<file path="config.mk">
export PLATFORM = sky130hd
export DESIGN_NAME = nn_layer_sched
export DESIGN_NICKNAME = d
export VERILOG_FILES = /design/src/rtl/nn_layer_sched_pkg.sv /design/src/rtl/nn_sample_capture.sv /design/src/rtl/nn_layer_sched.sv
export SDC_FILE = /design/constraint.sdc
export NUM_CORES = 1
export LEC_CHECK = 0
export CAP_MARGIN = 10
export CORE_ASPECT_RATIO = 1.2
export CORE_MARGIN = 5
export CORE_UTILIZATION = 55
export CTS_CLUSTER_SIZE = 12
export DETAILED_ROUTE_END_ITERATION = 7
export GPL_TIMING_DRIVEN = 0
export PLACE_DENSITY_LB_ADDON = 0.05
export SLEW_MARGIN = 15
export SYNTH_ARGS = -nofsm -noshare
export SYNTH_HDL_FRONTEND = slang
export SYNTH_SLANG_ARGS = --single-unit
</file>
<file path="constraint.sdc">
create_clock -name clock -period 4 [get_ports clock]
set_clock_uncertainty 0.2 [all_clocks]
set_input_delay 1 -clock clock [delete_from_list [all_inputs] [get_ports clock]]
set_output_delay 1 -clock clock [all_outputs]
set_load 0.03 [all_outputs]
</file>
<file path="src/rtl/nn_layer_sched_pkg.sv">
// Shared state encoding and derived constants for the nn_layer_sched sequencer.
package nn_layer_sched_pkg;

  typedef enum logic [3:0] {
    S_FILL,
    S_L1_CLR,
    S_L1_MAC,
    S_L1_ACT,
    S_L2_CLR,
    S_L2_MAC,
    S_L2_ACT,
    S_L2_CMP,
    S_DONE
  } state_t;

  // Output-layer weights sit directly after the hidden-layer block in the ROM.
  function automatic int l2_base(input int n_hid, input int n_in);
    return n_hid * n_in;
  endfunction

  function automatic int cw_of(input int n_out);
    return (n_out > 1) ? $clog2(n_out) : 1;
  endfunction

endpackage

</file>
<file path="src/rtl/nn_sample_capture.sv">
// Sample-strobe edge detector, feature-buffer write port and window counter.
module nn_sample_capture #(
  parameter int DW   = 16,
  parameter int N_IN = 8,
  parameter int AW   = 8
) (
  input  logic          clock,
  input  logic          reset,
  input  logic          input_signal,
  input  logic [DW-1:0] in,
  input  logic          fill,
  output logic          rise_ok,
  output logic          window_full,
  output logic          buf_wr_en,
  output logic [AW-1:0] buf_wr_addr,
  output logic [DW-1:0] buf_wr_data,
  output logic          overrun
);

  logic          prev;
  logic          rise;
  logic [AW-1:0] count;
  logic          last;

  assign rise    = input_signal & ~prev;
  assign rise_ok = rise & fill;
  assign last    = (count == AW'(N_IN - 1));

  // prev resets high so a strobe held across reset release is not an edge.
  always_ff @(posedge clock or negedge reset) begin
    if (!reset) begin
      prev        <= 1'b1;
      count       <= '0;
      buf_wr_en   <= 1'b0;
      buf_wr_addr <= '0;
      buf_wr_data <= '0;
      window_full <= 1'b0;
      overrun     <= 1'b0;
    end else begin
      prev        <= input_signal;
      buf_wr_en   <= rise_ok;
      buf_wr_addr <= rise_ok ? count : '0;
      buf_wr_data <= rise_ok ? in : '0;
      window_full <= rise_ok & last;
      overrun     <= rise & ~fill;
      if (rise_ok) count <= last ? '0 : count + 1'b1;
    end
  end

endmodule

</file>
<file path="src/rtl/nn_layer_sched.sv">
// Two-layer MAC sequencer: fills a sample window, walks hidden and output layers, arg-maxes.
module nn_layer_sched
  import nn_layer_sched_pkg::*;
#(
  parameter  int DW    = 16,
  parameter  int N_IN  = 8,
  parameter  int N_HID = 4,
  parameter  int N_OUT = 2,
  parameter  int AW    = 8,
  localparam int CW    = cw_of(N_OUT)
) (
  input  logic          clock,
  input  logic          reset,
  input  logic          input_signal,
  input  logic [DW-1:0] in,
  input  logic [DW-1:0] out_val,
  output logic          buf_wr_en,
  output logic [AW-1:0] buf_wr_addr,
  output logic [DW-1:0] buf_wr_data,
  output logic          mac_clr,
  output logic          mac_en,
  output logic          src_sel,
  output logic [AW-1:0] src_addr,
  output logic [AW-1:0] w_addr,
  output logic          act_en,
  output logic [AW-1:0] act_dst,
  output logic          busy,
  output logic          done,
  output logic [CW-1:0] category,
  output logic          overrun
);

  localparam int L2_BASE = l2_base(N_HID, N_IN);

  state_t                state, nxt;
  logic [AW-1:0]         mac_i;
  logic [AW-1:0]         neu;
  logic signed [DW-1:0]  best_val;
  logic [CW-1:0]         best_idx;
  logic                  fill;
  logic                  rise_ok;
  logic                  window_full;

  assign fill = (state == S_FILL);
  assign busy = ~fill;

  nn_sample_capture #(.DW(DW), .N_IN(N_IN), .AW(AW)) u_cap (
    .clock        (clock),
    .reset        (reset),
    .input_signal (input_signal),
    .in           (in),
    .fill         (fill),
    .rise_ok      (rise_ok),
    .window_full  (window_full),
    .buf_wr_en    (buf_wr_en),
    .buf_wr_addr  (buf_wr_addr),
    .buf_wr_data  (buf_wr_data),
    .overrun      (overrun)
  );

  always_ff @(posedge clock or negedge reset) begin
    if (!reset) state <= S_FILL;
    else        state <= nxt;
  end

  always_comb begin
    nxt      = state;
    mac_clr  = 1'b0;
    mac_en   = 1'b0;
    act_en   = 1'b0;
    src_sel  = 1'b0;
    src_addr = '0;
    w_addr   = '0;
    act_dst  = '0;
    done     = 1'b0;
    case (state)
      S_FILL:   if (window_full) nxt = S_L1_CLR;
      S_L1_CLR: begin
        mac_clr = 1'b1;
        nxt     = S_L1_MAC;
      end
      S_L1_MAC: begin
        mac_en   = 1'b1;
        src_addr = mac_i;
        w_addr   = AW'(neu * N_IN) + mac_i;
        if (mac_i == AW'(N_IN - 1)) nxt = S_L1_ACT;
      end
      S_L1_ACT: begin
        act_en  = 1'b1;
        act_dst = neu;
        nxt     = (neu == AW'(N_HID - 1)) ? S_L2_CLR : S_L1_CLR;
      end
      S_L2_CLR: begin
        mac_clr = 1'b1;
        nxt     = S_L2_MAC;
      end
      S_L2_MAC: begin
        mac_en   = 1'b1;
        src_sel  = 1'b1;
        src_addr = mac_i;
        w_addr   = AW'(L2_BASE) + AW'(neu * N_HID) + mac_i;
        if (mac_i == AW'(N_HID - 1)) nxt = S_L2_ACT;
      end
      S_L2_ACT: begin
        act_en  = 1'b1;
        act_dst = neu;
        nxt     = S_L2_CMP;
      end
      S_L2_CMP: nxt = (neu == AW'(N_OUT - 1)) ? S_DONE : S_L2_CLR;
      S_DONE: begin
        done = 1'b1;
        nxt  = S_FILL;
      end
      default:  nxt = S_FILL;
    endcase
  end

  // Counters advance only while their state repeats and clear on every exit.
  always_ff @(posedge clock or negedge reset) begin
    if (!reset) begin
      mac_i    <= '0;
      neu      <= '0;
      best_val <= '0;
      best_idx <= '0;
      category <= '0;
    end else begin
      case (state)
        S_L1_MAC, S_L2_MAC: mac_i <= (nxt == state) ? mac_i + 1'b1 : '0;
        S_L1_ACT:           neu   <= (nxt == S_L1_CLR) ? neu + 1'b1 : '0;
        S_L2_CMP: begin
          // Strict greater-than keeps the lower index on ties.
          if (neu == '0 || $signed(out_val) > best_val) begin
            best_val <= $signed(out_val);
            best_idx <= CW'(neu);
          end
          neu <= (nxt == S_L2_CLR) ? neu + 1'b1 : '0;
        end
        S_DONE:             category <= best_idx;
        default: ;
      endcase
    end
  end

  a_rise_only_in_fill: assert property (@(posedge clock) disable iff (!reset)
    rise_ok |-> state == S_FILL);
  a_strobes_exclusive: assert property (@(posedge clock) disable iff (!reset)
    $onehot0({mac_clr, mac_en, act_en}));

endmodule
</file>
==> reports/qor.yml <==
status: "complete, no violations"
area_growth_pct: 30.5
tightest_slew_ps: 526
crit_start: "state[2]"
antenna_left: 0
peakVddDrop_uv: 306
worstPathArrival_ps: 2650
root_buffer: "clkbuf_8"
yosysTopAreaCell: "dfrtp_1"
ys_ff_latch: 74
r2r_end: "best_val[7]"
post-place-cells: 553
worst_path_most_repeated_cell: "and2_1"
gr-total-overflow: 0
finalNonFillerCells: 568
fmax_mhz: 260
p_comb_frac: 0.156
min_period_over_period: 0.962
clockPowerShare: 0.326
slew_headroom: 0.645
hold_class: "reg -> reg"
slew_violations: 0
placed_area_um2: 5080
syn_area_um2: 4040
gp_congestion: 0.860
end_kind: "output pin"
die_h_um: 104
netlist_top_cells_area: "dfrtp_1 45%, ha_1 11%, and2_1 6.2%"
min_path_cells: 1
drive_gt1_frac: 0.117
crit_fanout: 10
chipWidth_um: 88.2
drt-total-wl_mm: 8.36
startpoint_type: "flop"
hold_path_startpoint: "u_cap.count[7]"
min_period_ps: 3850
critPathMaxStageDelay_ps: 600
synth_top_area_frac: 0.452
reg2reg_from: "best_val[7]"
num_vias: 3024
p_switching_mw: 0.481
r2r_setup_slack_ps: 1130
yosysWarnings: 0
grt_pass1_wl_mm: 14.0
required_ps: 2800
cts.sinks: 74
cts_setup_buffers: 0
num-nets-final: 544
path_buf_inv: 3
rsz0062_at_grt: "false"
finalSetupViolations: 0
switching_share: 0.291
viasPerCell: 5.32
fin_area_um2: 5270
maxCapViolCount: 0
rows: 34
first_pass_iters: 4
async_flop_share: 1.00
clk_pin_slew_ps: 90
ys_seq_area_frac: 0.459
dp_hpwl_mm: 6.44
core_area_um2: 7190
cp_cell_sequence: "clkbuf_1, nor3_2, and2_1, nor2_1, inv_1, and2_1, clkdlybuf4s50_1"
crit_slowest_cell: "clkdlybuf4s50_1"
p_leak_nw: 2.62
p_per_area_nw_per_um2: 314
avgSynthCellArea_um2: 10.9
critical_path_class: "reg -> out"
start_util: 0.562
track_usage: 0.189
cts_buffer_depth: 2
hold_viol: 0
holdPathEnd: "u_cap.count[7]"
intPower_mw: 1.17
die-area_um2: 9160
pwr-share-seq: 0.518
antenna_found_initial: 0
fillers: 557
clock_latency_ps: 340
antenna_cells: 0
io_buffers: 91
worst_r2r_path_depth: 10
grt_max_degree: 44
synth_cell_types: 53
wl_per_cell_um: 14.7
htreeDepth: 3
cp_top_family: "buffers and inverters"
cts_made_buffers: 9
netlist_instances: 371
tritoncts: "done"
drc: 0
synth_edf_count: 0
synth_ff_type: "dfrtp_1"
io_pins: 92
drtIter0Drc: 137
ctsHoldBuffers: 0
grt_pass1_vias: 3000
syn-num-nets: 442
-- per-layer routing --
metal,GRT usage,vias up,routed length [um]
met4,0.0583,0,39
met1,0.238,1474,3500
li1,-,1488,-
met5,0,-,0
met2,0.312,58,4260
met3,0.0507,4,559
-- placed cells by master, fill, tap and decap left out, drive strengths merged, types with 2 or more instances in the layout --
cell type | Yosys | layout
a21o | 6 | 6
a21oi | 13 | 13
a22o | 3 | 3
and2 | 40 | 40
and3 | 3 | 3
and4 | 2 | 2
buf | 4 | 6
clkbuf | 6 | 15
clkdlybuf4s50 | 0 | 79
clkinvlp | 0 | 3
dfrtp | 73 | 73
dlygate4sd2 | 0 | 7
dlymetal6s2s | 0 | 3
fa | 2 | 2
ha | 34 | 34
inv | 33 | 37
mux2 | 20 | 20
nand2 | 13 | 13
nand2b | 2 | 2
nand3 | 12 | 12
nand4 | 7 | 7
nor2 | 16 | 16
nor2b | 2 | 2
nor3 | 8 | 8
nor3b | 2 | 2
nor4 | 8 | 8
o21ai | 8 | 8
o221ai | 3 | 3
o22ai | 4 | 4
or4 | 3 | 3
xnor2 | 19 | 19
xor2 | 8 | 8
-- logic make-up after synthesis --
| kind of cell | count (synthesis) | share of synthesized area |
|---|---|---|
| XOR/XNOR | 27 | 0.0586 |
| adder cells (fa/ha/maj) | 36 | 0.115 |
| buffers and inverters | 43 | 0.0465 |
| flip-flops | 74 | 0.459 |
| multiplexers | 20 | 0.0651 |
| AND/OR/NAND/NOR | 124 | 0.178 |
| AO/OA/AOI/OAI | 47 | 0.0784 |
-- cells in the mapped netlist, types with 2 or more instances --
master,n
xnor2_1,19
xor2_1,8
nand2b_1,2
a21o_1,6
o22ai_1,4
nand4_1,6
ha_1,34
and2_1,40
and3_1,3
nor4_1,7
nand2_1,13
nor2b_1,2
o221ai_1,3
a22o_1,3
nor2_1,16
or4_1,3
nor3b_1,2
fa_1,2
nand3_1,12
dfrtp_1,73
o21ai_0,7
clkbuf_1,6
inv_1,33
nor3_1,8
buf_2,2
mux2_4,10
mux2_2,10
a21oi_1,12
-- power by group through the flow --
stage                     clock [mW]  sequential [mW]  combinational, mW
after floorplan                    0            0.892              0.117
after global placement             0            0.867              0.253
after detailed placement           0            0.871              0.261
after CTS                      0.550            0.856              0.263
after global routing           0.586            0.867              0.288
final                          0.540            0.857              0.258
-- worst register-to-register path: cells and delay by family, from the launching register on --
family          cells  cell delay [ps]
mux                 1              300
buf+inv             3              350
compound gates      4              710
simple gates        1              500
fa+ha+maj           1              310
flops               1              380
-- what timing repair did --
item                                    in CTS  in global routing
endpoints found under the setup margin       9                 16
endpoints found under the hold margin        0                  0
resized for setup                           12                  7
-- state kept, by name (all words and copies together) (netlist names) --
signal and cells:
best_val 16, u_cap.buf_wr_data 16, mac_i 8, neu 8, u_cap.buf_wr_addr 8, u_cap.count 8
state 4, best_idx 1, category 1, u_cap.buf_wr_en 1, u_cap.overrun 1, u_cap.prev 1
u_cap.window_full 1
-- cell type report --
class                           instances  area [um^2]  area share
Clock inverter                          7         60.1      0.0114
Multi-Input combinational cell        254         2010       0.382
Sequential cell                        74         1850       0.352
Buffer                                  9         61.3      0.0116
Tap cell                               90          113      0.0214
Inverter                               33          124      0.0235
Clock buffer                            9          124      0.0235
Timing Repair Buffer                   92          922       0.175
-- worst max path at each step --
stage | end | slack, ps | cells past startpoint
final | w_addr[0] | 150 | 7
after global routing | w_addr[0] | 1 | 7
after floorplan | w_addr[7] | 550 | 7
after global placement | u_cap.buf_wr_en | -810 | 1
after CTS | w_addr[7] | 3 | 8
after detailed placement | best_val[7] | 80 | 10
-- stage by stage --
stage	setup TNS (ps)	power, mW	setup WS, ps	hold WS (ps)	utilization
floorplan	0	1.01	549	251	-
global placement	-58620	1.12	-807	276	0.704
detailed placement	0	1.13	84.9	282	0.707
CTS	0	1.67	3.10	296	0.732
global route	0	1.74	1.03	321	0.733
finish	0	1.65	154	298	0.733
(Power assumes the default switching activity.)
